### src/rtl/glorb_alu.sv
// glorb_alu -- registered integer ALU of the glorbcore datapath.
//
// Decodes the R-type fields of the instruction and combines operand A (rd_data)
// with operand B (rs1_data). The DW-bit result and the Z/N/C/V flags are captured
// on every rising clk, so they appear one cycle after the inputs. A new operation
// can start every cycle.
//
// Optional feature macro: SHIFT_OPS_EN
//   defined   : alt=1 with funct 01/10/11 selects SLL/SRL/SRA of A by B[$clog2(DW)-1:0]
//   undefined : alt is ignored for funct 01/10/11 and no shifter is built
//
// Ports
//   clk          in   1   rising-edge clock
//   rst          in   1   asynchronous active-high reset (clears out and flags)
//   instruction  in   IW  [7:6] rs1 idx, [5:4] rd idx, [3:2] funct, [1] alt, [0] opcode
//   rs1_data     in   DW  operand B
//   rd_data      in   DW  operand A
//   out          out  DW  registered result
//   flag_z/n/c/v out  1   registered zero / negative / carry(no-borrow) / overflow
module glorb_alu #(
  parameter int DW = 8,
  parameter int IW = 8
) (
  input  logic          clk,
  input  logic          rst,
  input  logic [IW-1:0] instruction,
  input  logic [DW-1:0] rs1_data,
  input  logic [DW-1:0] rd_data,
  output logic [DW-1:0] out,
  output logic          flag_z,
  output logic          flag_n,
  output logic          flag_c,
  output logic          flag_v
);

  logic [1:0]    w_funct;
  logic          w_alt;
  logic          w_opcode;
  logic [DW:0]   w_sum;
  logic [DW:0]   w_diff;
  logic [DW-1:0] w_res;
  logic          w_c;
  logic          w_v;
  logic          w_unused;

  logic [DW-1:0] r_out;
  logic          r_z, r_n, r_c, r_v;

  assign w_funct  = instruction[3:2];
  assign w_alt    = instruction[1];
  assign w_opcode = instruction[0];
  // Register indices and upper instruction bits are decoded elsewhere.
  assign w_unused = ^instruction;

  // Extra MSB of each adder carries out of bit DW-1. Subtract is A + ~B + 1,
  // so its carry-out is 1 exactly when no borrow occurs (A >= B unsigned).
  assign w_sum  = {1'b0, rd_data} + {1'b0, rs1_data};
  assign w_diff = {1'b0, rd_data} + {1'b0, ~rs1_data} + (DW+1)'(1);

`ifdef SHIFT_OPS_EN
  localparam int SHW = $clog2(DW);
  logic [SHW-1:0] w_sh;
  logic [DW:0]    w_sll;
  logic [DW:0]    w_srl;
  logic [DW:0]    w_sra;
  assign w_sh = rs1_data[SHW-1:0];
  // One guard bit beside the operand catches the last bit shifted out;
  // it stays 0 for a zero shift amount.
  assign w_sll = {1'b0, rd_data} << w_sh;
  assign w_srl = {rd_data, 1'b0} >> w_sh;
  assign w_sra = $signed({rd_data, 1'b0}) >>> w_sh;
`endif

  always_comb begin
    w_res = '0;
    w_c   = 1'b0;
    w_v   = 1'b0;
    case (w_funct)
      2'b00: begin
        if (w_alt) begin
          w_res = w_diff[DW-1:0];
          w_c   = w_diff[DW];
          w_v   = (rd_data[DW-1] != rs1_data[DW-1]) && (w_res[DW-1] != rd_data[DW-1]);
        end else begin
          w_res = w_sum[DW-1:0];
          w_c   = w_sum[DW];
          w_v   = (rd_data[DW-1] == rs1_data[DW-1]) && (w_res[DW-1] != rd_data[DW-1]);
        end
      end
      2'b01: begin
        w_res = rd_data & rs1_data;
`ifdef SHIFT_OPS_EN
        if (w_alt) begin
          w_res = w_sll[DW-1:0];
          w_c   = w_sll[DW];
        end
`endif
      end
      2'b10: begin
        w_res = rd_data | rs1_data;
`ifdef SHIFT_OPS_EN
        if (w_alt) begin
          w_res = w_srl[DW:1];
          w_c   = w_srl[0];
        end
`endif
      end
      default: begin
        w_res = rd_data ^ rs1_data;
`ifdef SHIFT_OPS_EN
        if (w_alt) begin
          w_res = w_sra[DW:1];
          w_c   = w_sra[0];
        end
`endif
      end
    endcase
  end

  always_ff @(posedge clk or posedge rst) begin
    if (rst) begin
      r_out <= '0;
      r_z   <= 1'b0;
      r_n   <= 1'b0;
      r_c   <= 1'b0;
      r_v   <= 1'b0;
    end else if (w_opcode) begin
      // Non-ALU instruction: forward rd_data, keep the previous flags.
      r_out <= rd_data;
    end else begin
      r_out <= w_res;
      r_z   <= (w_res == '0);
      r_n   <= w_res[DW-1];
      r_c   <= w_c;
      r_v   <= w_v;
    end
  end

  assign out    = r_out;
  assign flag_z = r_z;
  assign flag_n = r_n;
  assign flag_c = r_c;
  assign flag_v = r_v;

endmodule

### config.mk
export PLATFORM = sky130hd
export DESIGN_NAME = glorb_alu
export DESIGN_NICKNAME = d
export VERILOG_FILES = /design/src/rtl/glorb_alu.sv
export SDC_FILE = /design/constraint.sdc
export NUM_CORES = 1
export LEC_CHECK = 0
export ABC_AREA = 0
export ABC_CLOCK_PERIOD_IN_PS = 800
export BUFFER_PORTS_ARGS = -buffer_cell sky130_fd_sc_hd__buf_2
export CAP_MARGIN = 20
export CORE_UTILIZATION = 49
export DETAILED_ROUTE_END_ITERATION = 8
export GPL_TIMING_DRIVEN = 1
export PLACE_DENSITY = 0.73
export SLEW_MARGIN = 20
export SYNTH_ARGS = -nofsm -noshare
export SYNTH_HDL_FRONTEND = slang
export SYNTH_SLANG_ARGS = --single-unit
### constraint.sdc
create_clock -name clk -period 0.8 [get_ports clk]
set_clock_uncertainty 0.1 [all_clocks]
set_input_delay 0.12 -clock clk [delete_from_list [all_inputs] [get_ports clk]]
set_output_delay 0.12 -clock clk [all_outputs]
set_load 0.1 [all_outputs]
Yosys cells after proc, flatten, opt, wreduce, memory -nomap -nowiden
Index checks and enable logic that the tools add are counted.
Storage, ports and cells
  input port bits: 26
  flip-flop bits (word level): 12
  output and inout bits: 12
Operators by class
  $add $sub $neg: 3
  eq/ne operators: 6
  mux-type cells: 7
  bitwise logic cells: 4
  reduce and logical (&&, ||, !) cells: 4
Operators with widths (number)
  case mux 8 bit (3 select lines): 1
  adder 8 x 8 -> 9 bit: 2
  2-to-1 mux 8 bit: 2
  adder 9 x 1 -> 9 bit, second input constant: 1
  AND 8 bit: 1
  zero test 8 bit: 1
  inverter 8 bit: 1
  OR 8 bit: 1
  bitwise XOR 8 bit: 1
  2-to-1 mux 1 bit: 4
  inequality test 1 bit: 3
  == test 2 x 1 -> 1 bit, second input constant: 1
  == test 2 bit, second input constant: 1
  logical AND 1 bit: 2
  zero test 2 bit: 1
  == test 1 bit: 1

Logic depth before layout (Yosys ltp)
Gate-level depths: netlist (run 1).
  depth after elaboration: 7
  mapped depth: 10
  mapped depth without buffers: 10

Least setup slack after synthesis (run 1)
OpenSTA, ideal clock, no wires.
  path kind: input-to-reg
  start: in rd_data[0]
  end: reg r_z, in the netlist flag_z
  cell stages on the path: 10
  required time: 597 ps
  path slack: -1496 ps
  library setup time: 103 ps
  arrival: 2093 ps
  path buffers: 0
  cell sequence: inv_1 > ha_1 > fa_1 > nor3_1 > a211o_1 > nand4_1 > o311ai_2 > xnor2_1 > mux4_2 > o41ai_2
On the way
  cells in the longest elaborated chain, start to end: 5
  elaborated cells between the ends (all ways): 9
RTL lines
  start: declaration: RTL line 28  | input logic [DW-1:0] rd_data,
  adder 8 x 8 -> 9 bit: RTL line 58  | assign w_diff = {1'b0, rd_data} + {1'b0, ~rs1_data} + (DW+1)'(1);
  adder 9 x 1 -> 9 bit: RTL line 58
  2-to-1 mux 8 bit: RTL line 80  | if (w_alt) begin
  case mux 8 bit (3 select lines) (*): RTL line 78  | case (w_funct)
  zero test 8 bit (*): RTL line 132  | r_z <= (w_res == '0);
  end signal: assignment: RTL line 132
  end: declaration: RTL line 47  | logic r_z, r_n, r_c, r_v;
Every way passes the cells marked *; elsewhere a longest branch is shown, timed or not.
A chain may end at the register's enable or synchronous reset.

Final worst setup path (run 1)
Same ends and word-level chain as after synthesis.

==> qor.csv, run 1 <==
stage;metric;value;unit
critical_path;CP max FO;2;
die;core area;3028;µm²
critical_path;Arr. time, crit path;2.52;ns
place;PortBufs;33;
critical_path;crit start category;input port;
timing;final hold slack;0.04655;ns
synthesis;share of the synthesized area in the top cell type;0.1935;
global_routing;vias in the first global route;1996;
cts;Clock transition at path regs;0.09;ns
synthesis;Yosys reg bits;12;
global_routing;largest net degree at the start of global routing;17;
cts;CTS tree;yes;
cts;clk_lat worst skew;0.29;ns
die;area of the die;3395;µm²
global_routing;gr usage total;0.3697;
timing;RSZ-0062 raised after global routing;yes;
global_routing;GRT overflow;0;
power;VDD IR max;0.0006157;V
flow_run;MaxCap Viol Count;0;
cts;clk buf depth;2;
place;Post-Place Worst Slack;-1.863;ns
place;DP HPWL;4056;µm
outcome;status;complete, but fails checks;
timing;final setup margin;-1.634;ns
timing;Setup TNS Final;-18.36;ns
outcome;failing checks;design-rule violations, negative setup slack;
timing;final slew viol count;0;
critical_path;Reg2Reg Depth;4;
layout;commonest non-fill, non-tap cell in the layout;buf_4;
synthesis;sequential share of the synthesized area;0.1935;
hold_path;worst hold start;instruction[3];
timing;Final Hold Fails;0;
timing;Fmax;410.9;MHz
die;Die Y;58.27;µm
synthesis;synthesized area per cell;8.341;µm²
global_routing;first-pass GRT wire length;9453;µm
critical_path;WP data required;0.89;ns
timing;worst relative slew slack;0.6884;
critical_path;CP max stage delay;0.52;ns
cts;Root Buffer;clkbuf_4;
critical_path;Crit. End Element;register;
place;RD Place Congestion;0.9425;
synthesis;Top FF cell, synth;dfrtp_1;
timing;Tmin final;2.434;ns
hold_path;worst hold path class;input port to register;
timing;fin crit share;3.042;
cts;total CTS buffers;3;
synthesis;Synth Cell Area;1551;µm²
critical_path;Largest delay share family, worst path;compound AO/OA/AOI/OAI gates;
synthesis;synth top area cells;dfrtp_1, ha_1, inv_1;
layout;Final Net Count;330;
synthesis;Netlist cell types;46;
synthesis;Synth Warn #;0;
critical_path;slowest cell on the critical path;mux4_2;
hold_path;hold-critical path endpoint;flag_v$_DFFE_PP0N_;
drt;antenna-violating nets left;0;
global_routing;antenna violations before repair;0;
drt;# DRC;1;
synthesis;Mapped Cells;186;
hold_path;Hold Path Stages;3;
drt;first drt pass iteration count;7;
power;power per cell area;1333;nW/µm²
critical_path;CP Cell Sequence;buf_12, inv_12, ha_4, fa_2, nor3_2, a211o_1, buf_4, a21boi_2, xnor2_1, mux4_2, nand4b_1, o41ai_2;
die;IO Pins;38;
critical_path;CP bufs+invs;3;
drt;drt via density;6.461;
drt;final wirelength;8056;µm
die;Starting Density;0.5124;
die;Row Count;20;
layout;Antenna Cells;0;
critical_path;R2R Path Start;flag_v$_DFFE_PP0N_;
timing;Setup-failing EPs final;24;
critical_path;RR Endpoint;flag_v$_DFFE_PP0N_;
critical_path;flop-to-flop setup slack;-0.35;ns
layout;fraction of final layout cells sized beyond drive strength 1;0.6137;
drt;routed vias;2074;
synthesis;Async S/R FF share, synth;1.000;
die;die width;58.27;µm
layout;commonest non-fill, non-tap cells in the layout;buf_4, inv_1, ha_1;
timing;worst-margin pin slew;0.4673;ns
synthesis;Post-Syn Nets;238;
synthesis;number of synthesized flops with an enable pin;0;
layout;P&R area growth vs syn;83.95;%
drt;Routed WL per cell;25.10;µm
drt;DRT iter0 DRCs;214;
critical_path;Crit Path Class;input port to register;
power;leak pwr;1.296;nW
cts;clk sink count;12;
synthesis;leading area contributor after synthesis;dfrtp_1;
cts;H-tree depth;1;
[cell families after synthesis]
group / after synthesis / share of synthesized area
AOI/OAI and AO/OA: 52 / 0.2306
buffers and inverters: 39 / 0.1000
DFF: 12 / 0.1935
muxes: 11 / 0.09838
xor gates and xnor gates: 8 / 0.04516
and+or+nand+nor: 38 / 0.1129
adders and majority gates: 26 / 0.2194
[layout make-up]
class	count	area, µm²
clock buffer	4	36.28
sequential	12	341.6
fill	88	173.9
multi-input combinational	135	1389
tap	44	55.05
timing repair buffer	97	885.9
inverter	29	146.4
[how the worst max path moves through the flow]
| stage | to | slack, ns | depth (start not counted) | start |
|---|---|---|---|---|
| global route | flag_z$_DFFE_PP0N_ | -1.68 | 12 | rd_data[0] |
| detailed placement | flag_z$_DFFE_PP0N_ | -1.86 | 11 | rd_data[0] |
| CTS | flag_z$_DFFE_PP0N_ | -1.41 | 11 | rd_data[0] |
| floorplan | flag_z$_DFFE_PP0N_ | -1.40 | 10 | rd_data[0] |
| global placement | flag_z$_DFFE_PP0N_ | -1.70 | 11 | rd_data[0] |
| finish | flag_z$_DFFE_PP0N_ | -1.63 | 12 | rd_data[0] |
[stage by stage]
step	power [mW]	std cells	utilization	area, µm²
final	3.804	321	0.9426	2854
after global routing	3.887	321	0.9426	2854
after CTS	3.377	317	0.8901	2695
after detailed placement	2.814	308	0.8393	2541
after global placement	2.725	308	0.8393	2541
after floorplan	1.977	186	-	1764
[power breakdown]
group | switching (mW) | internal, mW | total (mW)
combinational | 1.46 | 1.06 | 2.52
clock | 0.245 | 0.278 | 0.523
sequential | 0.0593 | 0.705 | 0.764
[per-layer routing]
metal / part of all wire / GRT usage
met5: 0 / 0
met4: 0.11 / 0.2109
met3: 0.10 / 0.08036
met2: 0.47 / 0.6585
met1: 0.31 / 0.4025
[repair_timing]
action | in CTS | in global routing
buffers inserted | 4 | 4
setup endpoints to repair | 24 | 24
hold buffers | 1 | 0
gates resized for setup | 19 | 25
pin swaps | 7 | 14
hold endpoints to repair | 12 | 0
[tightest hold or removal path: cells and delay by family]
| kind | cells | cell delay (ns) |
|---|---|---|
| buffers and inverters | 2 | 0.23 |
| AO/OA/AOI/OAI | 1 | 0.06 |
[state kept, by name (all words and copies together) (netlist names)]
name and count:
flag_c 1, flag_n 1, flag_v 1, flag_z 1, out 8
[cell usage after synthesis (3+ instances only)]
| master | number |
|---|---|
| a211oi_1 | 3 |
| a21oi_1 | 15 |
| clkbuf_1 | 7 |
| dfrtp_1 | 12 |
| ha_1 | 24 |
| inv_1 | 27 |
| mux2_2 | 4 |
| mux2i_1 | 4 |
| mux4_2 | 3 |
| nand2_1 | 14 |
| nand3_1 | 4 |
| nor2_1 | 8 |
| nor3_1 | 5 |
| o211ai_1 | 3 |
| o21ai_0 | 9 |
| o21ai_1 | 4 |
| xnor2_1 | 7 |
Note: power is estimated with default switching activity, not from simulation.
==> run 2, diff against run 1 <==
--- a/config.mk
+++ b/config.mk
@@ -5,14 +5,14 @@
 export SDC_FILE = /design/constraint.sdc
 export NUM_CORES = 1
 export LEC_CHECK = 0
-export ABC_AREA = 0
+export ABC_AREA = 1
 export ABC_CLOCK_PERIOD_IN_PS = 800
 export BUFFER_PORTS_ARGS = -buffer_cell sky130_fd_sc_hd__buf_2
-export CAP_MARGIN = 20
-export CORE_UTILIZATION = 49
+export CAP_MARGIN = 10
+export CORE_UTILIZATION = 50
 export DETAILED_ROUTE_END_ITERATION = 8
 export GPL_TIMING_DRIVEN = 1
-export PLACE_DENSITY = 0.73
+export PLACE_DENSITY = 0.74
 export SLEW_MARGIN = 20
 export SYNTH_ARGS = -nofsm -noshare
 export SYNTH_HDL_FRONTEND = slang
==> run 2 against run 1 <==
  * The flow now stops in global routing
  * Area after synthesis grew 9.0%
  * Synthesized cell count grew 38%
==> qor.csv, run 2 <==
stage;metric;value;unit;change
synthesis;Post-Syn Nets;308;;+29%
synthesis;leading area contributor after synthesis;dfrtp_1;;
outcome;status;aborted with a tool error;;
cts;H-tree depth;1;;unchanged
synthesis;Netlist cell types;29;;-37%
synthesis;synth top area cells;dfrtp_1, ha_1, nand2_1;;
cts;clk buf depth;2;;unchanged
synthesis;Async S/R FF share, synth;1.000;;unchanged
synthesis;Post-synth top cells;nand2_1, inv_1, nand3_1, ha_1;;
place;PortBufs;33;;unchanged
die;die width;60.15;µm;+3.2%
timing;GRT worst endpoint;flag_z$_DFFE_PP0N_/D;;
synthesis;share of the synthesized area in the top cell type;0.1776;;-0.01590
die;IO Pins;38;;unchanged
die;Row Count;20;;unchanged
timing;worst endpoint type;register input;;
die;Starting Density;0.5404;;+0.02800
synthesis;Top FF cell, synth;dfrtp_1;;
outcome;Exit stage;global routing;;
synthesis;sequential share of the synthesized area;0.1776;;-0.01590
synthesis;synthesized area per cell;6.603;µm²;-21%
synthesis;Synth Warn #;0;;unchanged
die;Die Y;60.15;µm;+3.2%
synthesis;Synth Cell Area;1690;µm²;+9.0%
place;RD Place Congestion;0.8883;;-5.8%
synthesis;Yosys reg bits;12;;unchanged
cts;total CTS buffers;3;;unchanged
place;Post-Place Worst Slack;-1.127;ns;+0.7363 ns
synthesis;most frequent cell after synthesis;nand2_1;;
global_routing;largest net degree at the start of global routing;14;;
place;DP HPWL;4523;µm;+12%
outcome;Err;[ERROR DPL-0038] Utilization greater than 100%, impossible to legalize;;
cts;clk sink count;12;;unchanged
synthesis;number of synthesized flops with an enable pin;0;;unchanged
synthesis;Mapped Cells;256;;+38%
cts;Root Buffer;clkbuf_4;;
==> run 2: cell count changes after synthesis, moves of 5 or more <==
| cell | delta |
|---|---|
| nand2_1 | +54 |
| nand3_1 | +26 |
| inv_1 | +10 |
| clkbuf_1 | -7 |
| nand2_2 | +7 |
| xnor2_1 | -7 |
| nand3_2 | +5 |
| nor3_1 | -5 |
==> run 2: cell families after synthesis <==
group / synth area share
buffers and inverters: 0.1332
flip-flops: 0.1776
AND/OR/NAND/NOR: 0.3656
AO/OA/AOI/OAI: 0.1221
adder cells (fa/ha/maj): 0.2013
==> run 2: through the flow <==
stage | setup TNS (ns) | hold slack, ns | instances | area (µm²)
after floorplan | -7.433 | -0.1151 | 256 | 1894
after global placement | -11.27 | 0.006827 | 381 | 2655
after detailed placement | -12.01 | 0.03531 | 381 | 2655
after CTS | -10.98 | 0.07651 | 392 | 3039
==> run 2: timing repair <==
action | CTS
setup endpoints to repair | 24
hold endpoints to repair | 12
cloned | 0
hold buffers | 1
buffers inserted | 8
resized for setup | 84
pin swaps | 41
==> run 3, diff against run 2 <==
--- a/config.mk
+++ b/config.mk
@@ -6,13 +6,13 @@
 export NUM_CORES = 1
 export LEC_CHECK = 0
 export ABC_AREA = 1
-export ABC_CLOCK_PERIOD_IN_PS = 800
+export ABC_CLOCK_PERIOD_IN_PS = 1000
 export BUFFER_PORTS_ARGS = -buffer_cell sky130_fd_sc_hd__buf_2
 export CAP_MARGIN = 10
-export CORE_UTILIZATION = 50
+export CORE_UTILIZATION = 35
 export DETAILED_ROUTE_END_ITERATION = 8
 export GPL_TIMING_DRIVEN = 1
-export PLACE_DENSITY = 0.74
+export PLACE_DENSITY_LB_ADDON = 0.15
 export SLEW_MARGIN = 20
 export SYNTH_ARGS = -nofsm -noshare
 export SYNTH_HDL_FRONTEND = slang
==> constraint.sdc (replaced) <==
create_clock -name clk -period 1 [get_ports clk]
set_clock_uncertainty 0.1 [all_clocks]
set_input_delay 0.15 -clock clk [delete_from_list [all_inputs] [get_ports clk]]
set_output_delay 0.15 -clock clk [all_outputs]
set_load 0.1 [all_outputs]
==> run 3 against run 2 <==
  * Area after synthesis stayed put
  * The flow now finishes, with violations (negative setup slack)
  * Synthesized cell count unchanged
==> qor.csv, run 3 <==
stage;metric;value;unit;change
outcome;status;complete, but fails checks;;
outcome;failing checks;negative setup slack;;
die;die width;71.50;µm;+19%
critical_path;Crit. End Element;register;;
cts;total CTS buffers;3;;unchanged
synthesis;Post-synth top cells;nand2_1, inv_1, nand3_1, ha_1;;
layout;fin area;3042;µm²;
synthesis;Netlist cell types;29;;unchanged
synthesis;share of the synthesized area in the top cell type;0.1776;;unchanged
place;Post-Place Worst Slack;-0.9490;ns;+0.1778 ns
layout;Antenna Cells;0;;
critical_path;Crit Path Class;input port to register;;
power;VDD IR max;0.0005200;V;
cts;clk sink count;12;;unchanged
die;Row Count;24;;+20%
place;PortBufs;33;;unchanged
place;RD Place Congestion;0.8705;;-2.0%
layout;commonest non-fill, non-tap cells in the layout;buf_4, nand2_1, inv_1;;
synthesis;Post-Synth Adder-Cell Area;0.2013;;unchanged
timing;fin crit share;1.636;;
synthesis;Post-Syn Nets;308;;unchanged
layout;max reg flops;8;;
layout;Final Net Count;406;;
die;Die Y;71.50;µm;+19%
timing;worst relative slew slack;0.7218;;
timing;Setup-failing EPs final;24;;
global_routing;GRT overflow;0;;
drt;antenna-violating nets left;0;;
cts;H-tree depth;1;;unchanged
synthesis;Synth Warn #;0;;unchanged
synthesis;synth top area cells;dfrtp_1, ha_1, nand2_1;;
power;leak pwr;1.505;nW;
global_routing;first-pass GRT wire length;8314;µm;
drt;final wirelength;4990;µm;
synthesis;Post-Synth XOR/XNOR Area;0;;unchanged
synthesis;leading area contributor after synthesis;dfrtp_1;;
hold_path;worst hold path class;input port to register;;
timing;Final Hold Fails;0;;
layout;final core occ;0.6753;;
layout;commonest non-fill, non-tap cell in the layout;buf_4;;
place;DP HPWL;4073;µm;-10%
layout;area used by multi-input combinational logic;1458;µm²;
critical_path;WP data required;1.07;ns;
cts;CTS tree;yes;;
drt;drt via density;4.798;;
timing;Tmin final;1.636;ns;
power;power per cell area;924.4;nW/µm²;
layout;sequential cell area;314.1;µm²;
synthesis;most frequent cell after synthesis;nand2_1;;
power;Tot Pwr;2.812;mW;
global_routing;antenna violations before repair;0;;
flow_run;MaxCap Viol Count;0;;
die;IO Pins;38;;unchanged
global_routing;largest net degree at the start of global routing;14;;
layout;Fill cells;382;;
synthesis;number of synthesized flops with an enable pin;0;;unchanged
synthesis;synthesized area per cell;6.603;µm²;unchanged
critical_path;flop-to-flop setup slack;0.04;ns;
synthesis;simple-gate share of the synthesized area;0.3657;;unchanged
timing;Fmax;611.2;MHz;
drt;first drt pass iteration count;6;;
layout;P&R area growth vs syn;79.94;%;
timing;Setup TNS Final;-5.581;ns;
global_routing;vias in the first global route;1923;;
cts;Root Buffer;clkbuf_8;;
drt;routed vias;1943;;
drt;Routed WL per cell;12.32;µm;
synthesis;largest family of logic cells by synthesized area;simple AND/OR/NAND/NOR gates;;
cts;clk_lat worst skew;0.23;ns;
synthesis;Top FF cell, synth;dfrtp_1;;
drt;# DRC;0;;
critical_path;crit start category;input port;;
drt;DRT iter0 DRCs;62;;
synthesis;compound-cell area share of the yosys netlist;0.1221;;unchanged
place;placed instance area;2638;µm²;-0.66%
synthesis;sequential share of the synthesized area;0.1776;;unchanged
timing;final slew viol count;0;;
cts;Clock transition at path regs;0.05;ns;
critical_path;Arr. time, crit path;1.70;ns;
die;Starting Density;0.3753;;-0.1651
synthesis;Mapped Cells;256;;unchanged
synthesis;post-synthesis mux area share;0;;unchanged
timing;RSZ-0062 raised after global routing;yes;;
critical_path;CP max FO;2;;
timing;worst-margin pin slew;0.4169;ns;
die;core area;4504;µm²;
timing;final setup margin;-0.6361;ns;
synthesis;Async S/R FF share, synth;1.000;;unchanged
cts;clk buf depth;2;;unchanged
die;area of the die;5112;µm²;
global_routing;gr usage total;0.2042;;
synthesis;Synth Cell Area;1690;µm²;unchanged
layout;fraction of final layout cells sized beyond drive strength 1;0.5751;;
synthesis;Yosys reg bits;12;;unchanged
-- run 3: cell counts after synthesis --
No cell type changed its count.
-- run 3: final timing paths --
kind / depth (start not counted) / endpoint / start
max: 13 / flag_z$_DFFE_PP0N_ / rd_data[0]
min: 4 / out[2]$_DFF_PP0_ / rd_data[2]
max reg2reg: 2 / flag_v$_DFFE_PP0N_ / flag_v$_DFFE_PP0N_
min reg2reg: 3 / flag_n$_DFFE_PP0N_ / flag_n$_DFFE_PP0N_
max in group asynchronous: 3 / out[1]$_DFF_PP0_ / rst
min in group asynchronous: 3 / flag_v$_DFFE_PP0N_ / rst
-- run 3: cells by family (layout without fill, tap and decap cells) --
family,Yosys count,count (layout)
AO/OA/AOI/OAI,36,36
buffers and inverters,50,147
AND/OR/NAND/NOR,132,132
flip-flops,12,12
adder cells (fa/ha/maj),26,26
-- run 3: cell type report --
class,instances,area share
flip-flops and latches,12,0.1032
clock buffers,4,0.01481
well taps,52,0.02139
inverters,44,0.07240
multi-input cells,194,0.4792
repair buffers,99,0.3089
-- run 3: stage by stage --
step / instances / hold slack (ns)
floorplan: 256 / -0.08604
global placement: 389 / 0.06556
detailed placement: 389 / 0.06631
CTS: 402 / 0.1731
global route: 405 / 0.1773
finish: 405 / 0.1731
-- run 3: report_power, final --
| group | switching, mW | internal (mW) | leakage (nW) | total (mW) |
|---|---|---|---|---|
| Combinational | 1.01 | 0.792 | 1.35 | 1.81 |
| Sequential | 0.0391 | 0.541 | 0.137 | 0.580 |
| Clock | 0.147 | 0.278 | 0.0228 | 0.425 |
| Total | 1.20 | 1.61 | 1.51 | 2.81 |
-- run 3: worst max-delay path, stage by stage --
cell and delay [ns]:
buf_12 0.11, ha_4 0.16, fa_2 0.38, nand2_2 0.07
nand2_2 0.04, or2_0 0.19, nand3_1 0.07, nand3b_1 0.11
nor2_1 0.12, nand3_1 0.09, nor2_2 0.10, nand2_1 0.05
nand2_1 0.05
-- run 3: timing repair --
action | CTS | global route
hold buffers | 1 | 0
setup endpoints to repair | 24 | 24
buffers inserted | 9 | 4
endpoints found under the hold margin | 12 | 0
gates resized for setup | 67 | 9
pin swaps | 37 | 12
-- run 3: per-layer routing --
layer / share of wire / vias to the layer above / track usage
met2: 0.52 / 33 / 0.3915
met5: 0 / - / 0
li1: - / 1015 / -
met1: 0.46 / 893 / 0.2563
met4: 0.0050 / 0 / 0.03486
met3: 0.016 / 2 / 0.008439
